### src/rtl/rsa_ctrl_pkg.sv
// rsa_ctrl_pkg: shared states, default register map and STATUS layout for rsa_run_ctrl
package rsa_ctrl_pkg;
  typedef enum logic [1:0] {IDLE, LAUNCH, ARM, WAIT} state_t;
  localparam int CNT_W = 8;
  localparam logic [15:0] DEF_START_ADDR = 16'hFFFC;
  localparam logic [15:0] DEF_KEY_ADDR = 16'hFFF8;
  localparam logic [15:0] DEF_STATUS_ADDR = 16'hFFF4;
  localparam logic [15:0] DEF_RESULT_ADDR = 16'hFFF0;
  localparam logic [15:0] DEF_REPEAT_ADDR = 16'hFFEC;
  localparam logic [15:0] DEF_CYCLES_ADDR = 16'hFFE8;
  localparam int ST_BUSY = 0;
  localparam int ST_DONE = 1;
  localparam int ST_TIMEOUT = 2;
  localparam int ST_RUN_LSB = 8;
endpackage

### src/rtl/rsa_run_ctrl_if.sv
// rsa_run_ctrl_if: simple-bus write/read port of the run controller
interface rsa_run_ctrl_if #(parameter int ADDR_WIDTH = 16, parameter int DATA_WIDTH = 32);
  logic wr;
  logic [ADDR_WIDTH-1:0] wrAddr;
  logic [DATA_WIDTH-1:0] wrData;
  logic rd;
  logic [ADDR_WIDTH-1:0] rdAddr;
  logic [DATA_WIDTH-1:0] rdData;
  modport master (output wr, wrAddr, wrData, rd, rdAddr, input rdData);
  modport slave (input wr, wrAddr, wrData, rd, rdAddr, output rdData);
endinterface

### src/rtl/rsa_ctrl_regs.sv
// rsa_ctrl_regs: bus decode, key/repeat registers and combinational read mux
module rsa_ctrl_regs import rsa_ctrl_pkg::*; #(
  parameter int ADDR_WIDTH = 16,
  parameter int DATA_WIDTH = 32,
  parameter int KEY_SEL_WIDTH = 2,
  parameter logic [ADDR_WIDTH-1:0] START_ADDR = ADDR_WIDTH'(DEF_START_ADDR),
  parameter logic [ADDR_WIDTH-1:0] KEY_ADDR = ADDR_WIDTH'(DEF_KEY_ADDR),
  parameter logic [ADDR_WIDTH-1:0] STATUS_ADDR = ADDR_WIDTH'(DEF_STATUS_ADDR),
  parameter logic [ADDR_WIDTH-1:0] RESULT_ADDR = ADDR_WIDTH'(DEF_RESULT_ADDR),
  parameter logic [ADDR_WIDTH-1:0] REPEAT_ADDR = ADDR_WIDTH'(DEF_REPEAT_ADDR),
  parameter logic [ADDR_WIDTH-1:0] CYCLES_ADDR = ADDR_WIDTH'(DEF_CYCLES_ADDR)
) (
  input logic clk,
  input logic rst_n,
  rsa_run_ctrl_if.slave bus,
  input logic busy,
  input logic done,
  input logic timeout,
  input logic [CNT_W-1:0] run_cnt,
  input logic [DATA_WIDTH-1:0] result,
  input logic [DATA_WIDTH-1:0] cycles,
  output logic [KEY_SEL_WIDTH-1:0] key_sel,
  output logic [CNT_W-1:0] rep,
  output logic start_req,
  output logic abort_req
);
  logic [DATA_WIDTH-1:0] status;
  logic start_wr, unused_wr;
  assign unused_wr = ^bus.wrData[DATA_WIDTH-1:CNT_W];
  assign start_wr = bus.wr && bus.wrAddr == START_ADDR;
  // abort takes precedence, so a start with both bits set never launches
  assign abort_req = start_wr && bus.wrData[1];
  assign start_req = start_wr && bus.wrData[0] && !bus.wrData[1];
  always_ff @(posedge clk or negedge rst_n)
    if (!rst_n) begin
      key_sel <= '0;
      rep <= CNT_W'(1);
    end else if (bus.wr && !busy) begin
      if (bus.wrAddr == KEY_ADDR) key_sel <= bus.wrData[KEY_SEL_WIDTH-1:0];
      if (bus.wrAddr == REPEAT_ADDR) rep <= bus.wrData[CNT_W-1:0];
    end
  always_comb begin
    status = '0;
    status[ST_BUSY] = busy;
    status[ST_DONE] = done;
    status[ST_TIMEOUT] = timeout;
    status[ST_RUN_LSB +: CNT_W] = run_cnt;
  end
  assign bus.rdData = !bus.rd ? '0 :
                      bus.rdAddr == STATUS_ADDR ? status :
                      bus.rdAddr == RESULT_ADDR ? result :
                      bus.rdAddr == CYCLES_ADDR ? cycles :
                      bus.rdAddr == KEY_ADDR ? DATA_WIDTH'(key_sel) :
                      bus.rdAddr == REPEAT_ADDR ? DATA_WIDTH'(rep) : '0;
endmodule

### src/rtl/rsa_run_ctrl.sv
// rsa_run_ctrl: launches the RSA core repeatedly on a key slot and captures the last result.
// Define RSA_CTRL_TIMEOUT_EN to add a WAIT watchdog of TIMEOUT_CYCLES.
module rsa_run_ctrl import rsa_ctrl_pkg::*; #(
`ifdef RSA_CTRL_TIMEOUT_EN
  parameter int TIMEOUT_CYCLES = 100000,
`endif
  parameter int ADDR_WIDTH = 16,
  parameter int DATA_WIDTH = 32,
  parameter int KEY_SEL_WIDTH = 2,
  parameter logic [ADDR_WIDTH-1:0] START_ADDR = ADDR_WIDTH'(DEF_START_ADDR),
  parameter logic [ADDR_WIDTH-1:0] KEY_ADDR = ADDR_WIDTH'(DEF_KEY_ADDR),
  parameter logic [ADDR_WIDTH-1:0] STATUS_ADDR = ADDR_WIDTH'(DEF_STATUS_ADDR),
  parameter logic [ADDR_WIDTH-1:0] RESULT_ADDR = ADDR_WIDTH'(DEF_RESULT_ADDR),
  parameter logic [ADDR_WIDTH-1:0] REPEAT_ADDR = ADDR_WIDTH'(DEF_REPEAT_ADDR),
  parameter logic [ADDR_WIDTH-1:0] CYCLES_ADDR = ADDR_WIDTH'(DEF_CYCLES_ADDR)
) (
  input logic S_AXI_ACLK,
  input logic S_AXI_ARESETN,
  rsa_run_ctrl_if.slave bus,
  output logic [KEY_SEL_WIDTH-1:0] key_sel,
  output logic core_reset,
  input logic core_ready,
  input logic [DATA_WIDTH-1:0] core_result,
  output logic rec_start
);
  state_t state, nxt;
  logic [CNT_W-1:0] rep, run_cnt;
  logic [DATA_WIDTH-1:0] result, cycles;
  logic busy, done, timeout, tmo, start_req, abort_req, last;
  assign busy = state != IDLE;
  assign core_reset = state == LAUNCH;
  assign rec_start = state == LAUNCH;
  // a repeat of 0 still satisfies this after one run
  assign last = ({1'b0, run_cnt} + 1'b1) >= {1'b0, rep};
  rsa_ctrl_regs #(
    .ADDR_WIDTH(ADDR_WIDTH), .DATA_WIDTH(DATA_WIDTH), .KEY_SEL_WIDTH(KEY_SEL_WIDTH),
    .START_ADDR(START_ADDR), .KEY_ADDR(KEY_ADDR), .STATUS_ADDR(STATUS_ADDR),
    .RESULT_ADDR(RESULT_ADDR), .REPEAT_ADDR(REPEAT_ADDR), .CYCLES_ADDR(CYCLES_ADDR)
  ) u_regs (
    .clk(S_AXI_ACLK), .rst_n(S_AXI_ARESETN), .bus(bus), .busy(busy), .done(done),
    .timeout(timeout), .run_cnt(run_cnt), .result(result), .cycles(cycles),
    .key_sel(key_sel), .rep(rep), .start_req(start_req), .abort_req(abort_req)
  );
  always_comb begin
    nxt = state;
    if (busy && abort_req) nxt = IDLE;
    else
      case (state)
        IDLE: nxt = start_req ? LAUNCH : IDLE;
        LAUNCH: nxt = ARM;
        ARM: nxt = WAIT;
        WAIT: nxt = core_ready ? (last ? IDLE : LAUNCH) : (tmo ? IDLE : WAIT);
        default: nxt = IDLE;
      endcase
  end
  always_ff @(posedge S_AXI_ACLK or negedge S_AXI_ARESETN)
    if (!S_AXI_ARESETN) begin
      state <= IDLE;
      result <= '0;
      cycles <= '0;
      run_cnt <= '0;
      done <= 1'b0;
    end else begin
      state <= nxt;
      if (state == IDLE && start_req) begin
        cycles <= '0;
        run_cnt <= '0;
        done <= 1'b0;
      end else if (state == WAIT && !abort_req) begin
        cycles <= core_ready && !last ? '0 : &cycles ? cycles : cycles + 1'b1;
        if (core_ready) begin
          result <= core_result;
          run_cnt <= run_cnt + 1'b1;
          done <= last;
        end
      end
    end
`ifdef RSA_CTRL_TIMEOUT_EN
  assign tmo = state == WAIT && !core_ready && !abort_req && cycles >= DATA_WIDTH'(TIMEOUT_CYCLES - 1);
  always_ff @(posedge S_AXI_ACLK or negedge S_AXI_ARESETN)
    if (!S_AXI_ARESETN) timeout <= 1'b0;
    else if (state == IDLE && start_req) timeout <= 1'b0;
    else if (tmo) timeout <= 1'b1;
`else
  assign tmo = 1'b0;
  assign timeout = 1'b0;
`endif
endmodule

### src/flat_wrapper.sv
// flat-port wrapper written by rule: the top's interface ports become plain ports
module rsa_run_ctrl_flat import rsa_ctrl_pkg::*;
#(

  parameter int ADDR_WIDTH = 16,
  parameter int DATA_WIDTH = 32,
  parameter int KEY_SEL_WIDTH = 2,
  parameter logic [ADDR_WIDTH-1:0] START_ADDR = ADDR_WIDTH'(DEF_START_ADDR),
  parameter logic [ADDR_WIDTH-1:0] KEY_ADDR = ADDR_WIDTH'(DEF_KEY_ADDR),
  parameter logic [ADDR_WIDTH-1:0] STATUS_ADDR = ADDR_WIDTH'(DEF_STATUS_ADDR),
  parameter logic [ADDR_WIDTH-1:0] RESULT_ADDR = ADDR_WIDTH'(DEF_RESULT_ADDR),
  parameter logic [ADDR_WIDTH-1:0] REPEAT_ADDR = ADDR_WIDTH'(DEF_REPEAT_ADDR),
  parameter logic [ADDR_WIDTH-1:0] CYCLES_ADDR = ADDR_WIDTH'(DEF_CYCLES_ADDR)
)
  (S_AXI_ACLK, S_AXI_ARESETN, key_sel, core_reset, core_ready, core_result, rec_start, bus_wr, bus_wrAddr, bus_wrData, bus_rd, bus_rdAddr, bus_rdData);
  rsa_run_ctrl_if #(.ADDR_WIDTH(ADDR_WIDTH), .DATA_WIDTH(DATA_WIDTH)) bus_i ();
  input logic S_AXI_ACLK;
  input logic S_AXI_ARESETN;
  output logic [KEY_SEL_WIDTH-1:0] key_sel;
  output logic core_reset;
  input logic core_ready;
  input logic [DATA_WIDTH-1:0] core_result;
  output logic rec_start;
  input wire logic [$bits(bus_i.wr)-1:0] bus_wr;
  input wire logic [$bits(bus_i.wrAddr)-1:0] bus_wrAddr;
  input wire logic [$bits(bus_i.wrData)-1:0] bus_wrData;
  input wire logic [$bits(bus_i.rd)-1:0] bus_rd;
  input wire logic [$bits(bus_i.rdAddr)-1:0] bus_rdAddr;
  output wire logic [$bits(bus_i.rdData)-1:0] bus_rdData;
  assign bus_i.wr = bus_wr;
  assign bus_i.wrAddr = bus_wrAddr;
  assign bus_i.wrData = bus_wrData;
  assign bus_i.rd = bus_rd;
  assign bus_i.rdAddr = bus_rdAddr;
  assign bus_rdData = bus_i.rdData;
  rsa_run_ctrl #(.ADDR_WIDTH(ADDR_WIDTH), .DATA_WIDTH(DATA_WIDTH), .KEY_SEL_WIDTH(KEY_SEL_WIDTH), .START_ADDR(START_ADDR), .KEY_ADDR(KEY_ADDR), .STATUS_ADDR(STATUS_ADDR), .RESULT_ADDR(RESULT_ADDR), .REPEAT_ADDR(REPEAT_ADDR), .CYCLES_ADDR(CYCLES_ADDR)) u_core (.S_AXI_ACLK(S_AXI_ACLK), .S_AXI_ARESETN(S_AXI_ARESETN), .bus(bus_i), .key_sel(key_sel), .core_reset(core_reset), .core_ready(core_ready), .core_result(core_result), .rec_start(rec_start));
endmodule
### config.mk
export PLATFORM = sky130hd
export DESIGN_NAME = rsa_run_ctrl_flat
export DESIGN_NICKNAME = d
export VERILOG_FILES = /design/src/rtl/rsa_ctrl_pkg.sv /design/src/rtl/rsa_run_ctrl_if.sv /design/src/rtl/rsa_ctrl_regs.sv /design/src/rtl/rsa_run_ctrl.sv /design/src/flat_wrapper.sv
export SDC_FILE = /design/constraint.sdc
export NUM_CORES = 1
export LEC_CHECK = 0
export CAP_MARGIN = 5
export CORE_AREA = 2 2 106 108
export DETAILED_ROUTE_END_ITERATION = 7
export DIE_AREA = 0 0 108 110
export MAX_ROUTING_LAYER = met4
export PLACE_DENSITY = 0.86
export RECOVER_POWER = 50
export SYNTH_ARGS = -nofsm -noshare
export SYNTH_HDL_FRONTEND = slang
export SYNTH_SLANG_ARGS = --single-unit
### constraint.sdc
create_clock -name S_AXI_ACLK -period 3.84 [get_ports S_AXI_ACLK]
set_input_delay 0.768 -clock S_AXI_ACLK [delete_from_list [all_inputs] [get_ports S_AXI_ACLK]]
set_output_delay 0.768 -clock S_AXI_ACLK [all_outputs]
set_load 0.01 [all_outputs]
==> metrics.yaml, run 1 <==
cts:
  cts_tree: "built"
  cts-buffers-inserted: 9
  path_clk_slew_ns: 0.08
  cts_root_buf: "clkbuf_8"
  clk_path_buf_depth: 2
  clkLatencyLatePin_ns: 0.37
  htreeDepth: 3
  postCtsHoldBufs: 0
  cts.sinks: 85
power_and_ir_drop:
  vdd_drop_max_mv: 0.258
  power.total_mw: 3.49
  p_per_area_nw_per_um2: 523
  cellLeakagePower_nw: 2.88
cells_and_area:
  layout_common_cells: "dfrtp_1, clkdlybuf4s50_1, mux2_2"
  fin_nets: 760
  multi_input_area_um2: 2770
  final_common_cell: "dfrtp_1"
  antenna_cells: 0
  drive_above_1_share_pct: 14.7
  area_delta_synth_final_pct: 30.0
  regArea_um2: 2130
  fin_cells: 794
  fillers: 878
synthesis:
  ys_seq_area_share_pct: 41.5
  synth_area_per_cell_um2: 9.50
  async_reset_ff_share_pct: 100
  ys_warn_count: 0
  synth_cells: 540
  synth_area_leader_cell: "dfrtp_1"
  synth_flop_cell: "dfrtp_1"
  netlist_area_um2: 5130
  synth_top_area_share_pct: 41.0
  synth.distinct_cells: 66
  synth_fp_nets: 651
  yosys-top-cells-area: "dfrtp_1, mux2_2, nand3_1"
  ys_ff_latch: 85
  synth_edf_count: 0
floorplanning:
  ios: 137
  die_w_um: 108
  placementRows: 38
  die-area_um2: 11900
  die-height_um: 110
  core_um2: 10700
  start_util_pct: 47.9
routing:
  vias: 4826
  wl_um: 13800
  route.detailed.drc: 0
  first_pass_iters: 5
  viasPerCell: 6.08
  wl_per_cell_um: 17.4
  drt_iter0_markers: 635
  ant_nets: 0
global_routing:
  gr-total-overflow: 0
  grt_pass1_vias: 4568
  grt_pass1_wl_um: 22300
  grt_max_degree: 86
  grt_util_all_layers_pct: 24.6
  antenna_found_initial: 0
outcome:
  outcome: "finished, violations left"
  violations: "max-capacitance violations, max-slew violations"
worst_setup_path:
  r2r-end: "u_core.cycles[0]"
  r2r_cells: 10
  required_ns: 4.10
  worstPathMaxFanout: 21
  crit-reg2reg-launch: "u_core.run_cnt[0]"
  arrival_ns: 3.86
  end_kind: "flip-flop"
  critPathKind: "input pin to flip-flop"
  crit_path_start_kind: "input pin"
  reg2reg_slack_ns: 0.60
timing:
  hold_viol_final: 0
  finalCritPeriodShare_pct: 93.9
  slew_violations: 86
  holdWs_ns: 0.506
  setup_viol: 0
  clock.fmax_mhz: 277
  maxSlewHeadroom_pct: -39.2
  tightest_slew_ns: 2.09
  rsz0062_at_grt: "false"
  period_minus_slack_ns: 3.60
  clock_skew_ns: 0.0123
hold_path:
  hold_path_end: "u_core.result[19]"
  min_from: "u_core.result[19]"
  hold_path_class: "flip-flop to flip-flop"
  hold_depth: 1
place:
  place_inst: 777
  globalplace.congestion: 0.893
  dp_hpwl_um: 10000
  port-buffer-count: 112
run:
  maxCapViolations: 1
-- kinds of logic (layout without fill, tap and decap cells) --
group	count (synthesis)	count (layout)	share of synthesized area (%)
xor gates and xnor gates	6	6	1.02
buffers and inverters	52	166	4.64
DFF	85	85	41.5
adders and majority gates	10	10	2.44
AOI/OAI and AO/OA	129	129	17.3
muxes	53	53	11.6
and+or+nand+nor	205	205	21.5
-- cells in the mapped netlist (2+ instances only) --
cell type,count
nor3_1,10
nand2b_1,4
o21a_1,3
a21oi_1,19
nor4_1,3
and3_1,13
clkbuf_1,15
o2bb2ai_1,3
nand3b_1,5
mux2i_1,3
ha_1,10
and4_1,5
nand4_1,12
o31ai_1,6
mux2_2,50
nor3b_1,2
a22oi_1,22
a31oi_1,2
and2_1,3
inv_1,19
dfrtp_1,84
o2111ai_1,2
nor2_1,36
xnor2_1,4
or4_1,2
nand4b_1,3
a21o_1,5
o21ai_0,30
nand3_1,35
or2_2,2
o21ai_1,3
xor2_1,2
o211a_1,2
buf_6,3
buf_2,13
a222oi_1,8
a211oi_1,10
or3_1,10
nand2_1,39
nor2b_1,12
-- worst max-delay path by stage --
stage	startpoint	end	cells after the start
global route	bus_wrAddr[1]	u_core.run_cnt[6]	8
floorplan	bus_rdAddr[0]	bus_rdData[21]	8
detailed placement	bus_rdAddr[9]	bus_rdData[29]	10
finish	bus_wrAddr[1]	u_core.result[13]	6
global placement	bus_rdAddr[11]	bus_rdData[31]	10
CTS	bus_rdAddr[9]	bus_rdData[7]	10
-- power by group --
part / internal (mW) / leakage [nW] / switching, mW
Sequential: 1.19 / 1.06 / 0.280
Combinational: 0.577 / 1.70 / 0.663
Clock: 0.450 / 0.121 / 0.322
Total: 2.22 / 2.88 / 1.26
-- metrics by stage --
stage / utilization, % / instance area, µm² / setup slack [ns] / setup TNS [ns]
floorplan: - / 5130 / 0.694 / 0
global placement: 60.0 / 6420 / -0.102 / -1.59
detailed placement: 60.0 / 6420 / -0.192 / -3.89
CTS: 62.3 / 6670 / -0.0169 / -0.0742
global route: 62.3 / 6670 / 0.0804 / 0
finish: 62.3 / 6670 / 0.235 / 0
-- timing repair --
item / CTS / global route
gates resized for setup: 30 / 8
pin swaps: 2 / 2
setup endpoints to repair: 32 / 6
setup buffers: 1 / 0
hold endpoints to repair: 0 / 0
-- sequential cells by signal, indices dropped and copies added (netlist names) --
signal / count
u_core.cycles: 32
u_core.done: 1
u_core.result: 32
u_core.run_cnt: 8
u_core.state: 2
u_core.u_regs.key_sel: 2
u_core.u_regs.rep: 8
-- worst max-delay path: stages --
cell and delay [ns]:
dlygate4sd3_1 0.52, nand3b_1 0.17, nor4_1 1.02, a21o_1 0.26
clkbuf_1 0.69, mux2_2 0.42
-- area by class of cell --
| type | instances | area share [%] |
|---|---|---|
| clock buffers | 12 | 2.18 |
| clock inverters | 4 | 1.43 |
| inverters | 19 | 1.07 |
| multi-input cells | 403 | 41.5 |
| flip-flops and latches | 85 | 31.9 |
| well taps | 140 | 2.63 |
| repair buffers | 131 | 19.3 |
-- per-layer routing --
layer  vias to the layer above  track usage [%]  part of all wire (%)
met5                         -                -                     0
met4                         0             9.89                   2.3
met3                        34             2.88                   6.5
met2                       241             39.1                    48
met1                      2331             32.3                    43
li1                       2220                -                     -
(Power assumes the default switching activity.)
==> run 2, diff against run 1 <==
--- a/config.mk
+++ b/config.mk
@@ -5,12 +5,12 @@
 export SDC_FILE = /design/constraint.sdc
 export NUM_CORES = 1
 export LEC_CHECK = 0
-export CAP_MARGIN = 5
-export CORE_AREA = 2 2 106 108
+export CAP_MARGIN = 20
+export CORE_AREA = 2 2 110 112
 export DETAILED_ROUTE_END_ITERATION = 7
-export DIE_AREA = 0 0 108 110
+export DIE_AREA = 0 0 112 114
 export MAX_ROUTING_LAYER = met4
-export PLACE_DENSITY = 0.86
+export PLACE_DENSITY = 0.84
 export RECOVER_POWER = 50
 export SYNTH_ARGS = -nofsm -noshare
 export SYNTH_HDL_FRONTEND = slang
==> constraint.sdc (replaced) <==
create_clock -name S_AXI_ACLK -period 3 [get_ports S_AXI_ACLK]
set_input_delay 0.6 -clock S_AXI_ACLK [delete_from_list [all_inputs] [get_ports S_AXI_ACLK]]
set_output_delay 0.6 -clock S_AXI_ACLK [all_outputs]
set_load 0.01 [all_outputs]
==> metrics.yaml, run 2 (synthesis gave the netlist of run 1 again) <==
outcome:
  outcome: "finished, violations left"
  violations: "max-capacitance violations, max-slew violations"
timing:
  finalSetupTns_ns: 0
  setup_viol: 0
  hold_viol_final: 0
  period_minus_slack_ns: 2.93
  worst_slack_ns: 0.0716
  clock.fmax_mhz: 341
  tightest_slew_ns: 2.32
  finalCritPeriodShare_pct: 97.6
  clock_skew_ns: 0.00528
  slew_violations: 41
  maxSlewHeadroom_pct: -54.7
cells_and_area:
  drive_above_1_share_pct: 24.8
  fin_cells: 824
  largest_registers: "u_core.cycles (32), u_core.result (32)"
  layout_common_cells: "dfrtp_1, clkdlybuf4s50_1, mux2_2"
  final_common_cell: "dfrtp_1"
  area_delta_synth_final_pct: 34.8
  antenna_cells: 0
  fin_nets: 783
place:
  port-buffer-count: 112
  place_ws_ns: -0.596
  place_inst: 792
  dp_hpwl_um: 10600
  globalplace.congestion: 0.925
routing:
  drt_iter0_markers: 514
  first_pass_iters: 5
  route.detailed.drc: 0
  ant_nets: 0
  wl_per_cell_um: 19.3
  viasPerCell: 6.12
  wl_um: 15900
  vias: 5040
floorplanning:
  placementRows: 40
  ios: 137
  core_um2: 11700
  die-height_um: 114
  start_util_pct: 43.8
  die_w_um: 112
  die-area_um2: 12800
cts:
  cts_tree: "built"
  cts.sinks: 85
  clk_path_buf_depth: 2
  path_clk_slew_ns: 0.06
  clkLatencyLatePin_ns: 0.34
  cts_root_buf: "clkbuf_16"
  htreeDepth: 3
  cts-buffers-inserted: 9
  postCtsHoldBufs: 0
global_routing:
  antenna_found_initial: 0
  grt_max_degree: 47
  grt_util_all_layers_pct: 25.7
  gr-total-overflow: 0
  grt_pass1_vias: 5112
  grt_pass1_wl_um: 25600
worst_setup_path:
  slowest_stage: "nor4_2"
  path_cells: "dlygate4sd2_1 -> nand3b_1 -> nor4_2 -> nand2_1 -> buf_6 -> nor3_4 -> buf_12 -> buf_8 -> a222oi_1 -> nor2b_1 -> buf_2"
  arrival_ns: 2.33
  worstPathMaxFanout: 8
  crit_path_start_kind: "input pin"
  critPathKind: "input pin to output pin"
  cpPeakStageDelay_ns: 0.26
  required_ns: 2.40
  end_kind: "output pin"
power_and_ir_drop:
  p_per_area_nw_per_um2: 707
  cellLeakagePower_nw: 2.93
  vdd_drop_max_mv: 0.406
run:
  maxCapViolations: 1
hold_path:
  hold_path_class: "flip-flop to flip-flop"
-- run 2: cell count changes in the layout (fill, tap and decap cells not counted), moves of 3 or more --
cell,previous run,this run
nor2_2,1,5
nor2_1,36,30
clkbuf_16,0,9
dlymetal6s2s_1,6,1
buf_16,0,3
clkdlybuf4s50_1,74,60
dlygate4sd2_1,26,8
buf_6,3,6
clkbuf_2,1,6
buf_4,12,27
buf_2,0,29
clkbuf_8,10,3
-- run 2: metrics by stage --
step	power (mW)	instance area, µm²	util (%)	hold WS, ns
after floorplan	3.02	5130	-	0.304
after global placement	3.48	6520	55.6	0.488
after detailed placement	3.59	6520	55.6	0.495
after CTS	4.77	6920	59.1	0.263
after global routing	5.15	6910	59.0	0.517
final	4.89	6910	59.0	0.507
-- run 2: what timing repair did --
item	4_1_cts	5_1_grt
setup endpoints to repair	32	58
gates resized for setup	160	24
gates cloned	5	0
pin swaps	10	4
setup buffers	10	4
-- run 2: final timing paths --
| kind | from | to | slack [ns] | cells after the start |
|---|---|---|---|---|
| setup / recovery | bus_rdAddr[6] | bus_rdData[15] | 0.07 | 11 |
| hold / removal | u_core.result[19] | u_core.result[19] | 0.51 | 1 |
| setup reg to reg | u_core.run_cnt[1] | u_core.cycles[23] | 0.10 | 11 |
| hold reg to reg | u_core.result[19] | u_core.result[19] | 0.51 | 1 |
| max in group asynchronous | S_AXI_ARESETN | u_core.cycles[17] | 0.72 | 1 |
| min in group asynchronous | S_AXI_ARESETN | u_core.result[29] | 0.94 | 1 |
-- run 2: critical path, delay by kind of cell --
kind | cells | cell delay, ns
buffers and inverters | 5 | 0.77
AO/OA/AOI/OAI | 1 | 0.06
AND/OR/NAND/NOR | 5 | 0.87
-- run 2: where the power goes --
part | switching, mW | internal [mW] | leakage (nW)
clock | 0.454 | 0.712 | 0.152
sequential | 0.358 | 1.53 | 1.06
combinational | 0.928 | 0.904 | 1.72
total | 1.74 | 3.15 | 2.93
-- run 2: area by class of cell --
type,count,area [µm²]
inverters,19,71.3
well taps,147,184
multi-input cells,403,2830
repair buffers,154,1390
clock buffers,13,270
clock inverters,3,42.5
flip-flops and latches,85,2130
fillers,972,4800
-- run 2: metal layers --
layer / GRT usage, % / routed length [µm] / up-vias
met2: 42.3 / 7810 / 240
met4: 11.4 / 570 / 0
met3: 3.72 / 1060 / 50
li1: - / - / 2274
met5: - / 0 / -
met1: 31.8 / 6440 / 2476
